**config.mk**
```make
export PLATFORM = sky130hd
export DESIGN_NAME = mantissa_mult_pipe_flat
export DESIGN_NICKNAME = d
export VERILOG_FILES = /design/src/rtl/mantissa_mult_if.sv /design/src/rtl/mantissa_mult_pipe.sv /design/src/flat_wrapper.sv
export SDC_FILE = /design/constraint.sdc
export NUM_CORES = 2
export LEC_CHECK = 0
export BUFFER_PORTS_ARGS = -buffer_cell sky130_fd_sc_hd__buf_2
export CORE_ASPECT_RATIO = 0.75
export CORE_MARGIN = 2
export CORE_UTILIZATION = 25
export CTS_BUF_LIST = sky130_fd_sc_hd__clkbuf_8
export DETAILED_ROUTE_END_ITERATION = 10
export PLACE_DENSITY_LB_ADDON = 0.08
export SYNTH_ARGS = -nofsm -noshare
export SYNTH_HDL_FRONTEND = slang
export SYNTH_SLANG_ARGS = --single-unit
```
**constraint.sdc**
```tcl
create_clock -name clk -period 10.3 [get_ports clk]
set_input_delay 0.515 -clock clk [delete_from_list [all_inputs] [get_ports clk]]
set_output_delay 0.515 -clock clk [all_outputs]
set_load 0.005 [all_outputs]
```
**src/rtl/mantissa_mult_if.sv**
```systemverilog
// Valid/ready handshake bundle for the pipelined mantissa multiplier.
// The block itself uses the slave modport; the producer/consumer side uses master.
interface mantissa_mult_if #(
    parameter int W     = 28,
    parameter int TAG_W = 8
);
    logic             in_valid;
    logic             in_ready;
    logic [W-1:0]     in_a;
    logic [W-1:0]     in_b;
    logic [1:0]       in_op;
    logic [TAG_W-1:0] in_tag;
    logic             out_valid;
    logic             out_ready;
    logic [2*W-1:0]   out_prod;
    logic [TAG_W-1:0] out_tag;
    logic             out_err;

    modport master (
        output in_valid, in_a, in_b, in_op, in_tag, out_ready,
        input  in_ready, out_valid, out_prod, out_tag, out_err
    );

    modport slave (
        input  in_valid, in_a, in_b, in_op, in_tag, out_ready,
        output in_ready, out_valid, out_prod, out_tag, out_err
    );
endinterface

```
**src/rtl/mantissa_mult_pipe.sv**
```systemverilog
// Three-stage unsigned W x W mantissa multiplier built from N x N tiles of T x T,
// with per-transaction SIMD modes (1, 2 or 4 lanes) and a tag carried alongside.
module mantissa_mult_pipe #(
    parameter int T     = 7,
    parameter int N     = 4,
    parameter int TAG_W = 8
) (
    input  logic             clk,
    input  logic             rst_n,
    mantissa_mult_if.slave   bus
);
    localparam int W   = N * T;
    localparam int PW  = 2 * W;
    localparam int PPW = 2 * T;

    typedef logic [PPW-1:0] pp_t;

    pp_t              pp_s [N*N];
    pp_t              pp_r [N*N];
    logic             v1_r;
    logic [1:0]       op1_r;
    logic [TAG_W-1:0] tag1_r;

    logic [PW-1:0]    term_s;
    logic [PW-1:0]    sum_a_s;
    logic [PW-1:0]    sum_b_s;
    logic [PW-1:0]    sum_a_r;
    logic [PW-1:0]    sum_b_r;
    logic             v2_r;
    logic [1:0]       op2_r;
    logic [TAG_W-1:0] tag2_r;

    logic             out_valid_r;
    logic [PW-1:0]    out_prod_r;
    logic [TAG_W-1:0] out_tag_r;
    logic             out_err_r;
    logic             advance_s;

    // A tile feeds the result only when its a- and b-tiles belong to the same lane.
    // Every lane product lands at bit offset (i+j)*T in all modes, so masking alone
    // keeps lanes apart and no carry can cross a lane boundary.
    function automatic logic tile_used(input logic [1:0] op, input int i, input int j);
        logic used;
        case (op)
            2'b00:   used = 1'b1;
            2'b01:   used = ((i / (N/2)) == (j / (N/2)));
            2'b10:   used = ((i / (N/4)) == (j / (N/4)));
            default: used = 1'b0;
        endcase
        return used;
    endfunction

    assign advance_s     = ~out_valid_r | bus.out_ready;
    assign bus.in_ready  = advance_s;
    assign bus.out_valid = out_valid_r;
    assign bus.out_prod  = out_prod_r;
    assign bus.out_tag   = out_tag_r;
    assign bus.out_err   = out_err_r;

    // Tile multipliers on the incoming operands.
    always_comb begin
        for (int i = 0; i < N; i++) begin
            for (int j = 0; j < N; j++) begin
                pp_s[i*N+j] = PPW'(bus.in_a[i*T +: T]) * PPW'(bus.in_b[j*T +: T]);
            end
        end
    end

    // Stage 1: register tile products, op and tag.
    always_ff @(posedge clk) begin
        if (!rst_n) begin
            v1_r   <= 1'b0;
            op1_r  <= 2'b00;
            tag1_r <= '0;
            for (int k = 0; k < N*N; k++) begin
                pp_r[k] <= '0;
            end
        end else if (advance_s) begin
            v1_r   <= bus.in_valid;
            op1_r  <= bus.in_op;
            tag1_r <= bus.in_tag;
            for (int k = 0; k < N*N; k++) begin
                pp_r[k] <= pp_s[k];
            end
        end
    end

    // Column reduction into two carry-save style partial sums split by b-tile parity.
    always_comb begin
        sum_a_s = '0;
        sum_b_s = '0;
        term_s  = '0;
        for (int i = 0; i < N; i++) begin
            for (int j = 0; j < N; j++) begin
                if (tile_used(op1_r, i, j)) begin
                    term_s = PW'(pp_r[i*N+j]) << ((i + j) * T);
                end else begin
                    term_s = '0;
                end
                if ((j % 2) == 0) begin
                    sum_a_s = sum_a_s + term_s;
                end else begin
                    sum_b_s = sum_b_s + term_s;
                end
            end
        end
    end

    // Stage 2: register the partial sums.
    always_ff @(posedge clk) begin
        if (!rst_n) begin
            v2_r    <= 1'b0;
            op2_r   <= 2'b00;
            tag2_r  <= '0;
            sum_a_r <= '0;
            sum_b_r <= '0;
        end else if (advance_s) begin
            v2_r    <= v1_r;
            op2_r   <= op1_r;
            tag2_r  <= tag1_r;
            sum_a_r <= sum_a_s;
            sum_b_r <= sum_b_s;
        end
    end

    // Stage 3: final carry-propagate add and output registers.
    always_ff @(posedge clk) begin
        if (!rst_n) begin
            out_valid_r <= 1'b0;
            out_prod_r  <= '0;
            out_tag_r   <= '0;
            out_err_r   <= 1'b0;
        end else if (advance_s) begin
            out_valid_r <= v2_r;
            out_tag_r   <= tag2_r;
            out_err_r   <= (op2_r == 2'b11);
            out_prod_r  <= (op2_r == 2'b11) ? '0 : (sum_a_r + sum_b_r);
        end
    end
endmodule

```
**src/flat_wrapper.sv**
```systemverilog
// flat-port wrapper written by rule: the top's interface ports become plain ports
module mantissa_mult_pipe_flat 
#(
    parameter int T     = 7,
    parameter int N     = 4,
    parameter int TAG_W = 8
)
  (clk, rst_n, bus_in_valid, bus_in_a, bus_in_b, bus_in_op, bus_in_tag, bus_out_ready, bus_in_ready, bus_out_valid, bus_out_prod, bus_out_tag, bus_out_err);
  mantissa_mult_if #(.W((N * T)), .TAG_W(TAG_W)) bus_i ();
  input  logic clk;
  input  logic rst_n;
  input wire logic [$bits(bus_i.in_valid)-1:0] bus_in_valid;
  input wire logic [$bits(bus_i.in_a)-1:0] bus_in_a;
  input wire logic [$bits(bus_i.in_b)-1:0] bus_in_b;
  input wire logic [$bits(bus_i.in_op)-1:0] bus_in_op;
  input wire logic [$bits(bus_i.in_tag)-1:0] bus_in_tag;
  input wire logic [$bits(bus_i.out_ready)-1:0] bus_out_ready;
  output wire logic [$bits(bus_i.in_ready)-1:0] bus_in_ready;
  output wire logic [$bits(bus_i.out_valid)-1:0] bus_out_valid;
  output wire logic [$bits(bus_i.out_prod)-1:0] bus_out_prod;
  output wire logic [$bits(bus_i.out_tag)-1:0] bus_out_tag;
  output wire logic [$bits(bus_i.out_err)-1:0] bus_out_err;
  assign bus_i.in_valid = bus_in_valid;
  assign bus_i.in_a = bus_in_a;
  assign bus_i.in_b = bus_in_b;
  assign bus_i.in_op = bus_in_op;
  assign bus_i.in_tag = bus_in_tag;
  assign bus_i.out_ready = bus_out_ready;
  assign bus_in_ready = bus_i.in_ready;
  assign bus_out_valid = bus_i.out_valid;
  assign bus_out_prod = bus_i.out_prod;
  assign bus_out_tag = bus_i.out_tag;
  assign bus_out_err = bus_i.out_err;
  mantissa_mult_pipe #(.T(T), .N(N), .TAG_W(TAG_W)) u_core (.clk(clk), .rst_n(rst_n), .bus(bus_i));
endmodule
```
==> impl_metrics.py <==
metrics = {
    "grt": {
        "grt_max_degree": 156,
        "grt_pass1_vias": 37350,
        "grt_first_pass_wirelength_um": 251000,
        "gr-usage-all-layers_pct": 17.1,
        "grt_antenna_before_repair": 41,
        "overflow": 0,
    },
    "cts": {
        "numCtsBuffers": 88,
        "cts_hold_buffers": 10,
        "postCtsSetupBuffers": 0,
        "cts_tree": "yes",
        "clock_latency_ns": 0.83,
        "cts_buffer_depth": 3,
        "ctsHtreeMaxLevel": 3,
        "cts_resized": 0,
        "clkSlewWorstSetupHoldPaths_ns": 0.06,
        "cts_sinks": 411,
        "root_buffer": "clkbuf_8",
    },
    "worst_setup_path": {
        "max_stage_delay_ns": 0.55,
        "end_kind": "flop",
        "required_ns": 11.01,
        "cp_max_fo": 63,
        "reg2reg_slack_ns": 5.07,
        "cpLargestDelayFamily": "compound AO/OA/AOI/OAI gates",
        "path_class": "flop to flop",
        "crit_path_top_delay_cell": "buf_4",
        "path_cells": "nor2_4, buf_4, buf_4, and2_1, fa_1, inv_1, fa_1, inv_1, ha_1, a21o_1, a21o_1, a21oi_1, o31ai_1, a31o_2, a21oi_1, o21ai_1, a221oi_1, nor3_1",
        "critPathLaunchType": "flop",
        "critical_path_buf_inv_count": 4,
        "worstPathArrival_ns": 5.94,
    },
    "routing": {
        "drc": 0,
        "vias": 36228,
        "vias_per_cell": 4.58,
        "wl_per_cell_um": 21.4,
        "drt_first_iter_violations": 1921,
        "firstDrtPassIters": 5,
        "final_antenna_net_count": 0,
        "wl_um": 169000,
    },
    "timing": {
        "finalSetupTns_ns": 0,
        "rsz0062_at_grt": "false",
        "hold_ws_ns": 0.125,
        "hold_viol": 0,
        "setup_violations": 0,
        "finClkSkew_ns": 0.0559,
        "slew_headroom_pct": 28.6,
        "worst_pin_slew_ns": 1.07,
        "fmax_ghz": 0.191,
        "slew_viol_final": 0,
        "post-route-period-util_pct": 50.8,
        "finalCriticalPeriod_ns": 5.23,
    },
    "hold_path": {
        "hp-class": "primary input to flop",
    },
    "power": {
        "switching_share_pct": 45.6,
        "p_int_uw": 5570,
        "vdd_drop_max_v": 0.0000851,
        "powerDensity_nw_per_um2": 190,
        "clock_power_share_pct": 18.5,
        "total_power_uw": 10200,
        "power.switching_uw": 4660,
        "pwr-share-comb_pct": 55.7,
        "seq_power_share_pct": 25.8,
        "power.leakage_uw": 0.0259,
    },
    "final_layout": {
        "instances_no_fill": 7910,
        "layout_commonest_cell": "and2_1",
        "layout_common_cells": "and2_1 (821), ha_1 (709), nand2_1 (511)",
        "area_growth_pct": 10.5,
        "fin_util_pct": 27.7,
        "drive_gt1_share_pct": 6.33,
        "fill_cells": 20640,
        "nets": 6496,
    },
    "yosys": {
        "ys_seq_area_share_pct": 21.5,
        "synthArstFlopShare_pct": 0,
        "synth.distinct_cells": 88,
        "synth_flop_cell": "edfxtp_1",
        "synth-seq-cells": 411,
        "syn_nets": 6500,
        "yosysWarnings": 0,
        "synth_cells": 5278,
        "syn_area_sq_um": 48700,
        "synth-edff-count": 224,
        "synth_area_per_cell_sq_um": 9.22,
    },
    "place": {
        "gp_congestion": 0.790,
        "port_buffers": 136,
        "dp.cells": 7730,
        "hpwl_um": 127000,
    },
    "floorplanning": {
        "dieHeight_um": 386,
        "io_pins": 137,
        "fp.dieW_um": 513,
        "start_util_pct": 25.1,
        "core_sq_um": 194000,
        "fp-row-count": 140,
        "die_area_sq_um": 198000,
    },
    "flow_run": {
        "max_cap_viol_count": 0,
    },
    "status": {
        "status": "complete, no violations",
    },
}
==> worst register-to-register path, delay by kind of cell, from the launching register on <==
kind / cells / cell delay, ns
buffers and inverters: 4 / 1.15
adder cells (fa/ha/maj): 3 / 1.12
flip-flops: 1 / 0.43
AO/OA/AOI/OAI: 8 / 1.98
AND/OR/NAND/NOR: 3 / 0.47
==> Yosys cell counts, drive strengths merged, types with 5 or more instances <==
cell	number	area share, %
nor4	5	0.064
a21boi	58	0.91
and2	822	11
nor3	38	0.39
edfxtp	224	14
nand3	59	0.61
xnor2	184	3.3
a211o	8	0.14
clkbuf	269	2.1
o41ai	17	0.34
a22o	18	0.32
a221oi	5	0.16
nand2b	10	0.13
o21bai	80	1.2
nor2b	65	0.84
a21o	99	1.5
nand2	512	3.9
inv	466	3.6
o21ai	190	2.0
a31oi	23	0.30
nand4	26	0.33
dfxtp	187	7.7
o211ai	12	0.20
a22oi	10	0.15
ha	709	18
o21a	18	0.28
buf	14	0.12
o211a	8	0.16
fa	443	18
and3	74	0.96
nor2	205	1.6
xor2	93	1.7
o31ai	9	0.14
or3	6	0.080
a21oi	228	2.4
a211oi	20	0.32
==> stage by stage <==
step                setup WS, ns  instance area, sq um
finish                      5.07                 53800
global route                4.61                 53700
CTS                         5.05                 53700
detailed placement          4.88                 51900
global placement            4.88                 51900
floorplan                   3.98                 48700
==> cell families (layout without fill, tap and decap cells) <==
logic type | Yosys count | count (layout) | share of synthesized area, %
compound gates | 844 | 844 | 11.4
xor+xnor | 277 | 277 | 4.99
fa+ha+maj | 1152 | 1152 | 36.5
buf+inv | 750 | 810 | 5.80
flops | 411 | 411 | 21.5
mux | 4 | 4 | 0.0849
other cells | 0 | 16 | 0
simple gates | 1840 | 1840 | 19.8
==> layer usage <==
layer | vias to the layer above | share of wire [%] | global-route usage, % | wire (um)
met5 | - | 0.022 | 0 | 37
met4 | 6 | 2.0 | 3.48 | 3310
met3 | 150 | 3.1 | 2.09 | 5320
met2 | 474 | 44 | 27.0 | 75000
met1 | 18052 | 51 | 24.8 | 85500
li1 | 17546 | - | - | -
==> worst paths after layout <==
check | from | end | depth (start not counted)
max reg2reg | u_core.op1_r[1]$_SDFFE_PN0P_ | u_core.sum_a_r[47]$_SDFFE_PN0P_ | 18
max | u_core.op1_r[1]$_SDFFE_PN0P_ | u_core.sum_a_r[47]$_SDFFE_PN0P_ | 18
min | rst_n | u_core.bus.out_err$_SDFFE_PN0P_ | 2
min reg2reg | u_core.bus.out_prod[42]$_SDFFE_PN0P_ | u_core.bus.out_prod[42]$_SDFFE_PN0P_ | 2
==> state kept, by name, summed over array words and instances (netlist names), 2 cells and up <==
name and count:
u_core.op2_r 2, u_core.tag2_r 8, u_core.tag1_r 8, u_core.sum_a_r 50, u_core.pp_r 224, u_core.bus.out_prod 56, u_core.sum_b_r 49, u_core.op1_r 2
u_core.bus.out_tag 8
==> cell type report <==
type | count | area [sq um] | share of cell area, %
clock buffer | 106 | 1460 | 2.71
clock inverter | 48 | 304 | 0.566
inverter | 467 | 1760 | 3.28
multi-input combinational | 4117 | 35400 | 65.9
sequential | 411 | 10500 | 19.5
antenna | 16 | 40.0 | 0.0745
timing repair buffer | 189 | 1120 | 2.09
tap | 2556 | 3200 | 5.95
==> power by group through the flow <==
stage                     registers, uW  clock network [uW]  logic [uW]
after floorplan                    2420                   0        4040
after global placement             2690                   0        5860
after detailed placement           2690                   0        5850
after CTS                          2660                1970        5890
after global routing               2690                2030        6500
final                              2640                1890        5700
(Power assumes the default switching activity.)
